$ cat src/rtl/keypad_entry_if.sv
// Keypad entry port bundle: scanner strobe/code in, decoded entry and event pulses out.
interface keypad_entry_if #(
  parameter int unsigned DIGITS = 4,
  parameter int unsigned BIN_W  = 14,
  parameter int unsigned CNT_W  = 3
);
  logic                  key_value;
  logic [7:0]            row_col;
  logic [4*DIGITS-1:0]   disp_bcd;
  logic [CNT_W-1:0]      digit_cnt;
  logic [4*DIGITS-1:0]   value_bcd;
  logic [BIN_W-1:0]      value_bin;
  logic                  value_valid;
  logic [1:0]            func_code;
  logic                  func_valid;
  logic                  key_err;
  logic                  busy;

  modport master (
    output key_value, row_col,
    input  disp_bcd, digit_cnt, value_bcd, value_bin, value_valid,
           func_code, func_valid, key_err, busy
  );

  modport slave (
    input  key_value, row_col,
    output disp_bcd, digit_cnt, value_bcd, value_bin, value_valid,
           func_code, func_valid, key_err, busy
  );
endinterface

$ cat src/rtl/keypad_entry.sv
// Decodes 4x4 keypad scanner codes into a BCD entry buffer with edit keys,
// converts the entered value to binary on enter, and forwards function keys.
module keypad_entry #(
  parameter int unsigned DIGITS = 4,
  parameter int unsigned BIN_W  = 14,
  parameter int unsigned CNT_W  = 3
) (
  input  logic clk,
  input  logic rst_n,
  keypad_entry_if.slave kp
);
  localparam int unsigned BUF_W = 4 * DIGITS;

  typedef enum logic [2:0] {S_IDLE, S_DECODE, S_APPLY, S_CONVERT, S_DONE} state_e;
  typedef enum logic [2:0] {K_DIGIT, K_BACK, K_CLEAR, K_ENTER, K_FUNC, K_INV} kclass_e;

  state_e             state_q, state_d;
  kclass_e            kclass_q, kclass_d;
  logic [7:0]         code_q, code_d;
  logic [3:0]         kval_q, kval_d;
  logic [BUF_W-1:0]   disp_q, disp_d;
  logic [CNT_W-1:0]   cnt_q, cnt_d;
  logic [BUF_W-1:0]   vbcd_q, vbcd_d;
  logic [BIN_W-1:0]   vbin_q, vbin_d;
  logic               vvalid_q, vvalid_d;
  logic [1:0]         fcode_q, fcode_d;
  logic               fvalid_q, fvalid_d;
  logic               err_q, err_d;
  logic               busy_q, busy_d;
  logic [BIN_W-1:0]   acc_q, acc_d;
  logic [CNT_W-1:0]   idx_q, idx_d;

  // Returns {one_cold_ok, position_of_zero} for a scanner nibble.
  function automatic logic [2:0] nib_idx(input logic [3:0] n);
    case (n)
      4'b1110: nib_idx = 3'b100;
      4'b1101: nib_idx = 3'b101;
      4'b1011: nib_idx = 3'b110;
      4'b0111: nib_idx = 3'b111;
      default: nib_idx = 3'b000;
    endcase
  endfunction

  logic [2:0]       row_dec, col_dec;
  logic [1:0]       row_idx, col_idx;
  logic [3:0]       cur_dig;
  logic [BIN_W-1:0] acc_next;

  always_comb begin
    row_dec  = nib_idx(code_q[7:4]);
    col_dec  = nib_idx(code_q[3:0]);
    row_idx  = row_dec[1:0];
    col_idx  = col_dec[1:0];
    cur_dig  = 4'(vbcd_q >> {idx_q, 2'b00});
    acc_next = (acc_q * BIN_W'(10)) + BIN_W'(cur_dig);
  end

  always_comb begin
    state_d  = state_q;
    kclass_d = kclass_q;
    code_d   = code_q;
    kval_d   = kval_q;
    disp_d   = disp_q;
    cnt_d    = cnt_q;
    vbcd_d   = vbcd_q;
    vbin_d   = vbin_q;
    vvalid_d = 1'b0;
    fcode_d  = fcode_q;
    fvalid_d = 1'b0;
    err_d    = 1'b0;
    acc_d    = acc_q;
    idx_d    = idx_q;

    case (state_q)
      S_IDLE: begin
        if (kp.key_value) begin
          code_d  = kp.row_col;
          state_d = S_DECODE;
        end
      end
      S_DECODE: begin
        kval_d  = 4'd0;
        state_d = S_APPLY;
        if (!row_dec[2] || !col_dec[2]) begin
          kclass_d = K_INV;
        end else if (col_idx == 2'd3) begin
          kclass_d = (row_idx == 2'd3) ? K_CLEAR : K_FUNC;
          kval_d   = 4'(row_idx);
        end else if (row_idx == 2'd3) begin
          case (col_idx)
            2'd0:    kclass_d = K_BACK;
            2'd1:    kclass_d = K_DIGIT;
            default: kclass_d = K_ENTER;
          endcase
        end else begin
          kclass_d = K_DIGIT;
          kval_d   = (4'(row_idx) * 4'd3) + 4'(col_idx) + 4'd1;
        end
      end
      S_APPLY: begin
        state_d = S_IDLE;
        case (kclass_q)
          K_DIGIT: begin
            if (cnt_q < CNT_W'(DIGITS)) begin
              disp_d = (disp_q << 4) | BUF_W'(kval_q);
              cnt_d  = cnt_q + CNT_W'(1);
            end else begin
              err_d = 1'b1;
            end
          end
          K_BACK: begin
            if (cnt_q != '0) begin
              disp_d = disp_q >> 4;
              cnt_d  = cnt_q - CNT_W'(1);
            end
          end
          K_CLEAR: begin
            disp_d = '0;
            cnt_d  = '0;
          end
          K_ENTER: begin
            vbcd_d  = disp_q;
            disp_d  = '0;
            cnt_d   = '0;
            acc_d   = '0;
            idx_d   = CNT_W'(DIGITS - 1);
            state_d = S_CONVERT;
          end
          K_FUNC: begin
            fcode_d  = kval_q[1:0];
            fvalid_d = 1'b1;
          end
          default: err_d = 1'b1;
        endcase
      end
      // MSD first; the last step loads the result so it is on the outputs in DONE.
      S_CONVERT: begin
        acc_d = acc_next;
        if (idx_q == '0) begin
          vbin_d   = acc_next;
          vvalid_d = 1'b1;
          state_d  = S_DONE;
        end else begin
          idx_d = idx_q - CNT_W'(1);
        end
      end
      S_DONE:  state_d = S_IDLE;
      default: state_d = S_IDLE;
    endcase

    busy_d = (state_d != S_IDLE);
  end

  always_ff @(posedge clk or negedge rst_n) begin
    if (!rst_n) begin
      state_q  <= S_IDLE;
      kclass_q <= K_DIGIT;
      code_q   <= '0;
      kval_q   <= '0;
      disp_q   <= '0;
      cnt_q    <= '0;
      vbcd_q   <= '0;
      vbin_q   <= '0;
      vvalid_q <= 1'b0;
      fcode_q  <= '0;
      fvalid_q <= 1'b0;
      err_q    <= 1'b0;
      busy_q   <= 1'b0;
      acc_q    <= '0;
      idx_q    <= '0;
    end else begin
      state_q  <= state_d;
      kclass_q <= kclass_d;
      code_q   <= code_d;
      kval_q   <= kval_d;
      disp_q   <= disp_d;
      cnt_q    <= cnt_d;
      vbcd_q   <= vbcd_d;
      vbin_q   <= vbin_d;
      vvalid_q <= vvalid_d;
      fcode_q  <= fcode_d;
      fvalid_q <= fvalid_d;
      err_q    <= err_d;
      busy_q   <= busy_d;
      acc_q    <= acc_d;
      idx_q    <= idx_d;
    end
  end

  assign kp.disp_bcd    = disp_q;
  assign kp.digit_cnt   = cnt_q;
  assign kp.value_bcd   = vbcd_q;
  assign kp.value_bin   = vbin_q;
  assign kp.value_valid = vvalid_q;
  assign kp.func_code   = fcode_q;
  assign kp.func_valid  = fvalid_q;
  assign kp.key_err     = err_q;
  assign kp.busy        = busy_q;
endmodule

$ cat src/flat_wrapper.sv
// flat-port wrapper written by rule: the top's interface ports become plain ports
module keypad_entry_flat 
#(
  parameter int unsigned DIGITS = 4,
  parameter int unsigned BIN_W  = 14,
  parameter int unsigned CNT_W  = 3
)
  (clk, rst_n, kp_key_value, kp_row_col, kp_disp_bcd, kp_digit_cnt, kp_value_bcd, kp_value_bin, kp_value_valid, kp_func_code, kp_func_valid, kp_key_err, kp_busy);
  keypad_entry_if #(.DIGITS(DIGITS), .BIN_W(BIN_W), .CNT_W(CNT_W)) kp_i ();
  input  logic clk;
  input  logic rst_n;
  input wire logic [$bits(kp_i.key_value)-1:0] kp_key_value;
  input wire logic [$bits(kp_i.row_col)-1:0] kp_row_col;
  output wire logic [$bits(kp_i.disp_bcd)-1:0] kp_disp_bcd;
  output wire logic [$bits(kp_i.digit_cnt)-1:0] kp_digit_cnt;
  output wire logic [$bits(kp_i.value_bcd)-1:0] kp_value_bcd;
  output wire logic [$bits(kp_i.value_bin)-1:0] kp_value_bin;
  output wire logic [$bits(kp_i.value_valid)-1:0] kp_value_valid;
  output wire logic [$bits(kp_i.func_code)-1:0] kp_func_code;
  output wire logic [$bits(kp_i.func_valid)-1:0] kp_func_valid;
  output wire logic [$bits(kp_i.key_err)-1:0] kp_key_err;
  output wire logic [$bits(kp_i.busy)-1:0] kp_busy;
  assign kp_i.key_value = kp_key_value;
  assign kp_i.row_col = kp_row_col;
  assign kp_disp_bcd = kp_i.disp_bcd;
  assign kp_digit_cnt = kp_i.digit_cnt;
  assign kp_value_bcd = kp_i.value_bcd;
  assign kp_value_bin = kp_i.value_bin;
  assign kp_value_valid = kp_i.value_valid;
  assign kp_func_code = kp_i.func_code;
  assign kp_func_valid = kp_i.func_valid;
  assign kp_key_err = kp_i.key_err;
  assign kp_busy = kp_i.busy;
  keypad_entry #(.DIGITS(DIGITS), .BIN_W(BIN_W), .CNT_W(CNT_W)) u_core (.clk(clk), .rst_n(rst_n), .kp(kp_i));
endmodule
$ cat config.mk
export PLATFORM = sky130hd
export DESIGN_NAME = keypad_entry_flat
export DESIGN_NICKNAME = d
export VERILOG_FILES = /design/src/rtl/keypad_entry_if.sv /design/src/rtl/keypad_entry.sv /design/src/flat_wrapper.sv
export SDC_FILE = /design/constraint.sdc
export NUM_CORES = 1
export LEC_CHECK = 0
export ABC_AREA = 0
export CAP_MARGIN = 20
export CORE_MARGIN = 3
export CORE_UTILIZATION = 40
export CTS_BUF_LIST = sky130_fd_sc_hd__clkbuf_8
export DETAILED_ROUTE_END_ITERATION = 10
export HOLD_SLACK_MARGIN = 0.12
export PLACE_DENSITY = 0.73
export SLEW_MARGIN = 20
export SYNTH_ARGS = -nofsm -noshare
export SYNTH_HDL_FRONTEND = slang
export SYNTH_SLANG_ARGS = --single-unit
$ cat constraint.sdc
create_clock -name clk -period 4.1 [get_ports clk]
set_clock_uncertainty 0.2 [all_clocks]
set_input_delay 0.615 -clock clk [delete_from_list [all_inputs] [get_ports clk]]
set_output_delay 0.615 -clock clk [all_outputs]
set_load 0.1 [all_outputs]
==> results of run 1 <==
[cells in the final DEF (no fill, tap or decap), drive strengths merged, types with 5 or more instances in the layout]
cell,netlist,routed
dfrtp,89,89
nand2,68,68
clkdlybuf4s50,0,64
o21ai,45,45
mux2,28,28
ha,28,28
inv,17,20
nor2,18,18
xor2,16,16
a22oi,15,15
a21oi,11,11
clkbuf,18,10
nor2b,10,10
xnor2,9,9
a21o,9,9
nor3,8,8
nand3,7,7
o31ai,7,7
fa,5,5
and3,5,5
[metrics by stage]
step           power [mW]  instance area (um2)
3_5_place_dp         2.13                 5660
2_1_floorplan        1.87                 4890
3_3_place_gp         2.08                 5660
4_1_cts              2.77                 5870
6_report             2.77                 5880
5_1_grt              2.94                 5880
[layout make-up]
type,count,area share
Multi-Input combinational cell,342,0.430
Sequential cell,89,0.379
Timing Repair Buffer,68,0.114
Tap cell,143,0.0304
Clock buffer,10,0.0234
Clock inverter,6,0.0121
Inverter,17,0.0109
[flip-flops by register name, summed over array words and instances, names as in the netlist]
register and cells:
u_core.kp.value_bcd 16, u_core.kp.disp_bcd 16, u_core.kclass_q 3, u_core.kp.value_valid 1, u_core.kval_q 4, u_core.kp.func_code 2
u_core.kp.key_err 1, u_core.code_q 8, u_core.kp.busy 1, u_core.acc_q 13, u_core.kp.func_valid 1, u_core.kp.value_bin 14
u_core.kp.digit_cnt 3, u_core.idx_q 3, u_core.state_q 3
[critical path, stage by stage, from the launching register on]
cell      delay (ns)
dfrtp_1         0.51
mux4_2          0.39
nor2b_1         0.13
ha_1            0.20
inv_1           0.07
fa_1            0.40
nor2b_1         0.12
o21ai_0         0.13
nor3_1          0.28
nand3b_1        0.22
nor4_1          0.37
xnor2_1         0.16
o21ai_1         0.07
[cell families (layout without fill, tap and decap cells)]
group           count (synthesis)  count (layout)  synth area share
simple gates                  141             141             0.144
flops                          89              89             0.455
compound gates                111             111             0.153
xor+xnor                       25              25            0.0448
mux                            32              32            0.0803
buf+inv                        38             101            0.0299
fa+ha+maj                      33              33            0.0921
[how the worst min path moves through the flow]
stage                                  end  slack (ns)
floorplan                  u_core.acc_q[0]        0.12
global placement    u_core.kp.value_bin[1]        0.27
detailed placement  u_core.kp.value_bin[6]        0.27
CTS                  u_core.kp.disp_bcd[6]        0.18
global route         u_core.kp.disp_bcd[9]        0.22
finish              u_core.kp.disp_bcd[13]        0.16
[metal layers]
metal  track usage  vias to the layer above  share of wire
met3        0.0373                        7          0.034
met4        0.0428                        0         0.0078
met1         0.234                     1858           0.45
met5             0                        -              0
li1              -                     1791              -
met2         0.285                       65           0.51
[where the power goes]
group / leakage, nW / switching [mW] / internal, mW
clock: 0.0999 / 0.339 / 0.305
combinational: 1.35 / 0.649 / 0.331
sequential: 1.21 / 0.159 / 0.983
==> key figures, run 1 <==
Outcome
  – Status: completed

Drt
  – DRC: 0
  – Total number of vias: 3721
  – DR pass1 iterations: 4
  – Final wirelength: 11.2 mm
  – First DRT Iteration DRCs: 142
  – Via density: 5.51
  – Remaining antenna violation count after routing: 0
  – Post-DR wirelength/cell: 16.5 um

Placed design
  – Placed Instances: 659
  – Half-perimeter wire length after placement: 8.15 mm
  – Port bufs: 65
  – Setup slack at placement: 0.707 ns
  – GPL Wtd Cong: 0.864

Clock network
  – # H-tree levels: 3
  – CTS Root Cell: clkbuf_8
  – Num CTS Buffers: 9
  – CTS tree: done
  – Setup Fix Bufs, Post-CTS: 0
  – Clock Pin Slew Worst Setup and Hold Paths: 0.10 ns
  – Clk_lat worst skew: 0.37 ns
  – Clock Sinks: 89
  – Clock buffer depth: 2
  – # hold bufs at CTS: 0
  – Gates resized, CTS repair: 0

Timing
  – Finish-stage setup viols: 0
  – Setup WS post-layout: 0.685 ns
  – Final Max Slew Viols: 0
  – Tightest slew margin relative to the limit: 0.338
  – Worst hold margin: 0.164 ns
  – Setup TNS: 0 ns
  – Slew @ Worst Pin: 0.990 ns
  – Unrepaired setup endpoints after global routing: no
  – Fin crit period: 3.41 ns
  – Final hold vios: 0
  – Final period util: 0.833
  – Fmax: 293 MHz

Synth
  – Area contributors post-synth: dfrtp_1 (46%), ha_1 (7.2%), mux2_2 (6.4%)
  – Ys Warns: 0
  – Synthesis-stage register bit count: 89
  – Synth Instances: 469
  – Post-synthesis sequential area ratio: 0.455
  – Synth Flop Type: dfrtp_1
  – Syn Nets: 513
  – Async set or reset register ratio after synthesis: 1.00
  – Commonest cells in the netlist: dfrtp_1 (89), nand2_1 (68), o21ai_0 (33)
  – Post-synth EDFFs: 0
  – Synth area leader: dfrtp_1
  – Syn Area/Cell: 10.4 um2
  – Most frequent cell after synthesis: dfrtp_1
  – Synthesized area: 0.00489 mm2
  – Synth unique cells: 58
  – Share of the synthesized area in the top cell type: 0.455

Worst setup path
  – Critical R2R Capture: u_core.kp.value_bin[13]
  – Worst R2R Setup Slack: 0.69 ns
  – Crit path to: u_core.kp.value_bin[13]
  – CP arrival: 3.43 ns
  – Worst setup path start: u_core.idx_q[0]
  – Worst Path Required: 4.12 ns
  – Crit path max fanout: 9
  – R2R Path Start: u_core.idx_q[0]
  – R2R depth: 12
  – CP Capture Type: register
  – Crit path launch type: register
  – Kind of critical path: register to register

Power and ir drop
  – Pleak: 2.65 nW
  – P per Cell Area: 470 mW/mm2
  – Worst VDD drop: 0.000511 V

Final layout
  – # nets final: 571
  – Finished Layout Cells: 675
  – Layout cells sized above 1: 0.118
  – Final Core Density: 0.504
  – Antenna cells: 0
  – Area Overhead vs Synth: 20.2%
  – Footprint of the multi-input gates: 0.00253 mm2
  – Reg area: 0.00223 mm2
  – Filler cells: 1041

Min path
  – Hold Crit Class: input port to async pin

Die
  – Vert. Die Dim: 117 um
  – Die Wd: 117 um
  – Die area: 0.0136 mm2
  – Core footprint: 0.0117 mm2
  – Starting density of the core: 0.419
  – # rows: 39
  – I/O pin count: 66

GRT
  – Largest net degree at the start of global routing: 73
  – Initial antenna violation count: 0
  – Tot GR Track Use: 0.173
  – Vias in the first global route: 3752
  – Total grt overflow: 0
  – First-pass GRT wire length: 18.8 mm

Run
  – Max-Cap Viols: 0
(Power assumes the default switching activity.)
==> run 2, diff against run 1 <==
==> constraint.sdc (replaced) <==
create_clock -name clk -period 3.2 [get_ports clk]
set_clock_uncertainty 0.2 [all_clocks]
set_input_delay 0.48 -clock clk [delete_from_list [all_inputs] [get_ports clk]]
set_output_delay 0.48 -clock clk [all_outputs]
set_load 0.1 [all_outputs]
==> run 2 against run 1 <==
Core utilization is 0.60 points higher. Cell count is 2.7% higher. Sequential cell count stayed put. Critical path depth is 1 lower. Clock power is 17% higher. Combinational power is 31% higher. Die area stayed put. Critical path type unchanged. Largest cell class unchanged. Highest routed layer unchanged.
==> key figures, run 2 (synthesis results as in run 1) <==
Outcome
  – Status: completed

Clock network
  – # H-tree levels: 3 (unchanged)
  – Clock Pin Slew Worst Setup and Hold Paths: 0.09 ns (about the same)
  – CTS Root Cell: clkbuf_8
  – Num CTS Buffers: 9 (unchanged)
  – CTS tree: done
  – Clock Sinks: 89 (unchanged)
  – Clock buffer depth: 2 (unchanged)
  – Clk_lat worst skew: 0.37 ns (about the same)

GRT
  – Total grt overflow: 0 (unchanged)
  – First-pass GRT wire length: 18.5 mm (-1.5%)
  – Initial antenna violation count: 0 (unchanged)
  – Tot GR Track Use: 0.172 (-0.000501)
  – Largest net degree at the start of global routing: 56 (-23%)
  – Vias in the first global route: 3776 (+0.64%)

Drt
  – Post-DR wirelength/cell: 16.2 um (-2.0%)
  – Via density: 5.54 (+0.47%)
  – First DRT Iteration DRCs: 145 (+2.1%)
  – Total number of vias: 3838 (+3.1%)
  – DR pass1 iterations: 6 (+2)
  – Remaining antenna violation count after routing: 0 (unchanged)
  – Final wirelength: 11.2 mm (+0.66%)
  – DRC: 0 (unchanged)

Worst setup path
  – R2R depth: 11 (-1)
  – CP max stage delay: 0.42 ns (-0.09 ns)
  – Kind of critical path: register to register
  – R2R Path Start: u_core.acc_q[3]
  – Worst setup path start: u_core.acc_q[3]
  – Crit path launch type: register
  – Worst Path Required: 3.25 ns (-0.87 ns)
  – Crit path max fanout: 6 (-3)
  – Critical R2R Capture: u_core.kp.value_bin[12]
  – Critical path's most frequent cell: ha_1
  – Worst R2R Setup Slack: 0.14 ns (-0.55 ns)
  – Max stage delay cell, worst path: dfrtp_1
  – CP Capture Type: register
  – CP arrival: 3.12 ns (-0.31 ns)
  – Worst path cell trace: ha_1 > ha_1 > inv_1 > fa_2 > nor2b_4 > o311a_4 > or4_4 > a41oi_2 > nor4_2 > xor2_1 > o21ai_1

Die
  – I/O pin count: 66 (unchanged)
  – Core footprint: 0.0117 mm2 (unchanged)
  – # rows: 39 (unchanged)
  – Starting density of the core: 0.419 (unchanged)
  – Die area: 0.0136 mm2 (unchanged)
  – Die Wd: 117 um (unchanged)
  – Vert. Die Dim: 117 um (unchanged)

Run
  – Max-Cap Viols: 0 (unchanged)

Power and ir drop
  – Pint: 2.04 mW (+26%)
  – Pleak: 2.85 nW (+7.4%)
  – Net Sw Frac: 0.415 (about the same)
  – P_sw: 1.45 mW (+26%)
  – Reg power frac: 0.416 (+0.003)
  – Clock Power Share: 0.216 (-0.017)
  – Worst VDD drop: 0.000745 V (+46%)
  – Overall power: 3.49 mW (+26%)
  – P per Cell Area: 586 mW/mm2 (+25%)
  – Combinational share of power: 0.368 (+0.014)

Final layout
  – Antenna cells: 0 (unchanged)
  – # nets final: 589 (+3.2%)
  – Layout cells sized above 1: 0.287 (+0.169)
  – Area Overhead vs Synth: 21.6%
  – Commonest non-fill, non-tap cell in the layout: dfrtp_1
  – Reg area: 0.00224 mm2 (+0.73%)
  – Most frequent cells in the layout: dfrtp_1 (76), buf_4 (74), nand2_1 (68)
  – Filler cells: 1051 (+0.96%)
  – Footprint of the multi-input gates: 0.00259 mm2 (+2.4%)
  – Final Core Density: 0.510 (+0.00601)

Timing
  – Slew @ Worst Pin: 0.877 ns (-0.113 ns)
  – Fmax: 326 MHz (+11%)
  – Final period util: 0.958 (+0.125)
  – Worst hold margin: 0.288 ns (+0.124 ns)
  – Fin crit period: 3.06 ns (-0.351 ns)
  – Finish-stage setup viols: 0 (unchanged)
  – Final Max Slew Viols: 0 (unchanged)
  – Final hold vios: 0 (unchanged)
  – Setup TNS: 0 ns (unchanged)
  – Tightest slew margin relative to the limit: 0.415 (+0.0773)

Min path
  – Hold endpoint: u_core.kp.value_bin[1]
  – Hold Path Stages: 2
  – Hold wc startpoint: u_core.kp.value_bin[1]
  – Hold Crit Class: register to register

Placed design
  – Port bufs: 65 (unchanged)
  – Half-perimeter wire length after placement: 8.27 mm (+1.4%)
  – GPL Wtd Cong: 0.836 (-3.2%)
[run 2: cell types whose count changed in the layout (fill, tap and decap cells not counted), moves of 3 or more]
cell,delta
dfrtp_1,-13
buf_4,+70
inv_6,-3
dfrtp_2,+13
clkdlybuf4s50_1,-55
[run 2: final cells by class]
class	count	area share
inverter	17	0.0107
multi-input combinational	342	0.436
timing repair buffer	86	0.114
tap	143	0.0301
clock inverter	4	0.00484
sequential	89	0.377
clock buffer	12	0.0278
[run 2: critical path, delay by kind of cell (launching register included)]
family | cells | cell delay (ns)
compound gates | 3 | 0.72
buf+inv | 1 | 0.09
simple gates | 3 | 0.56
flops | 1 | 0.42
xor+xnor | 1 | 0.18
fa+ha+maj | 3 | 0.76
[run 2: worst max-delay path by stage]
stage	to	slack, ns	depth (start not counted)
global placement	u_core.acc_q[10]	0.19	12
floorplan	u_core.kp.value_bin[13]	0.006	12
finish	u_core.kp.value_bin[12]	0.14	11
global route	u_core.acc_q[11]	-0.05	13
detailed placement	u_core.kp.value_bin[10]	-0.06	12
CTS	u_core.kp.value_bin[10]	0.03	11
[run 2: power groups by stage]
| stage | sequential [mW] | combinational, mW | clock (mW) |
|---|---|---|---|
| finish | 1.45 | 1.28 | 0.752 |
| global route | 1.49 | 1.41 | 0.822 |
| CTS | 1.45 | 1.29 | 0.776 |
| detailed placement | 1.48 | 1.27 | 0 |
| global placement | 1.46 | 1.22 | 0 |
| floorplan | 1.71 | 0.689 | 0 |
[run 2: metal layers]
metal / wire, um / part of all wire / vias to the layer above / global-route usage
met1: 4910 / 0.44 / 1890 / 0.226
met2: 5680 / 0.50 / 98 / 0.288
met4: 198 / 0.018 / 0 / 0.0589
met5: 0 / 0 / - / 0
li1: - / - / 1832 / -
met3: 459 / 0.041 / 18 / 0.0311
[run 2: through the flow]
step | instances | setup slack, ns | instance area, um2
2_1_floorplan | 469 | 0.00601 | 4910
3_3_place_gp | 670 | 0.191 | 5620
3_5_place_dp | 670 | -0.0560 | 5620
4_1_cts | 687 | 0.0264 | 5830
5_1_grt | 693 | -0.0463 | 5950
6_report | 693 | 0.136 | 5950
[run 2: timing repair]
action,in CTS,in global routing
setup endpoints to repair,2,9
pin swaps,0,8
endpoints found under the hold margin,53,0
hold buffers,1,0
buffers inserted,0,6
resized for setup,2,17
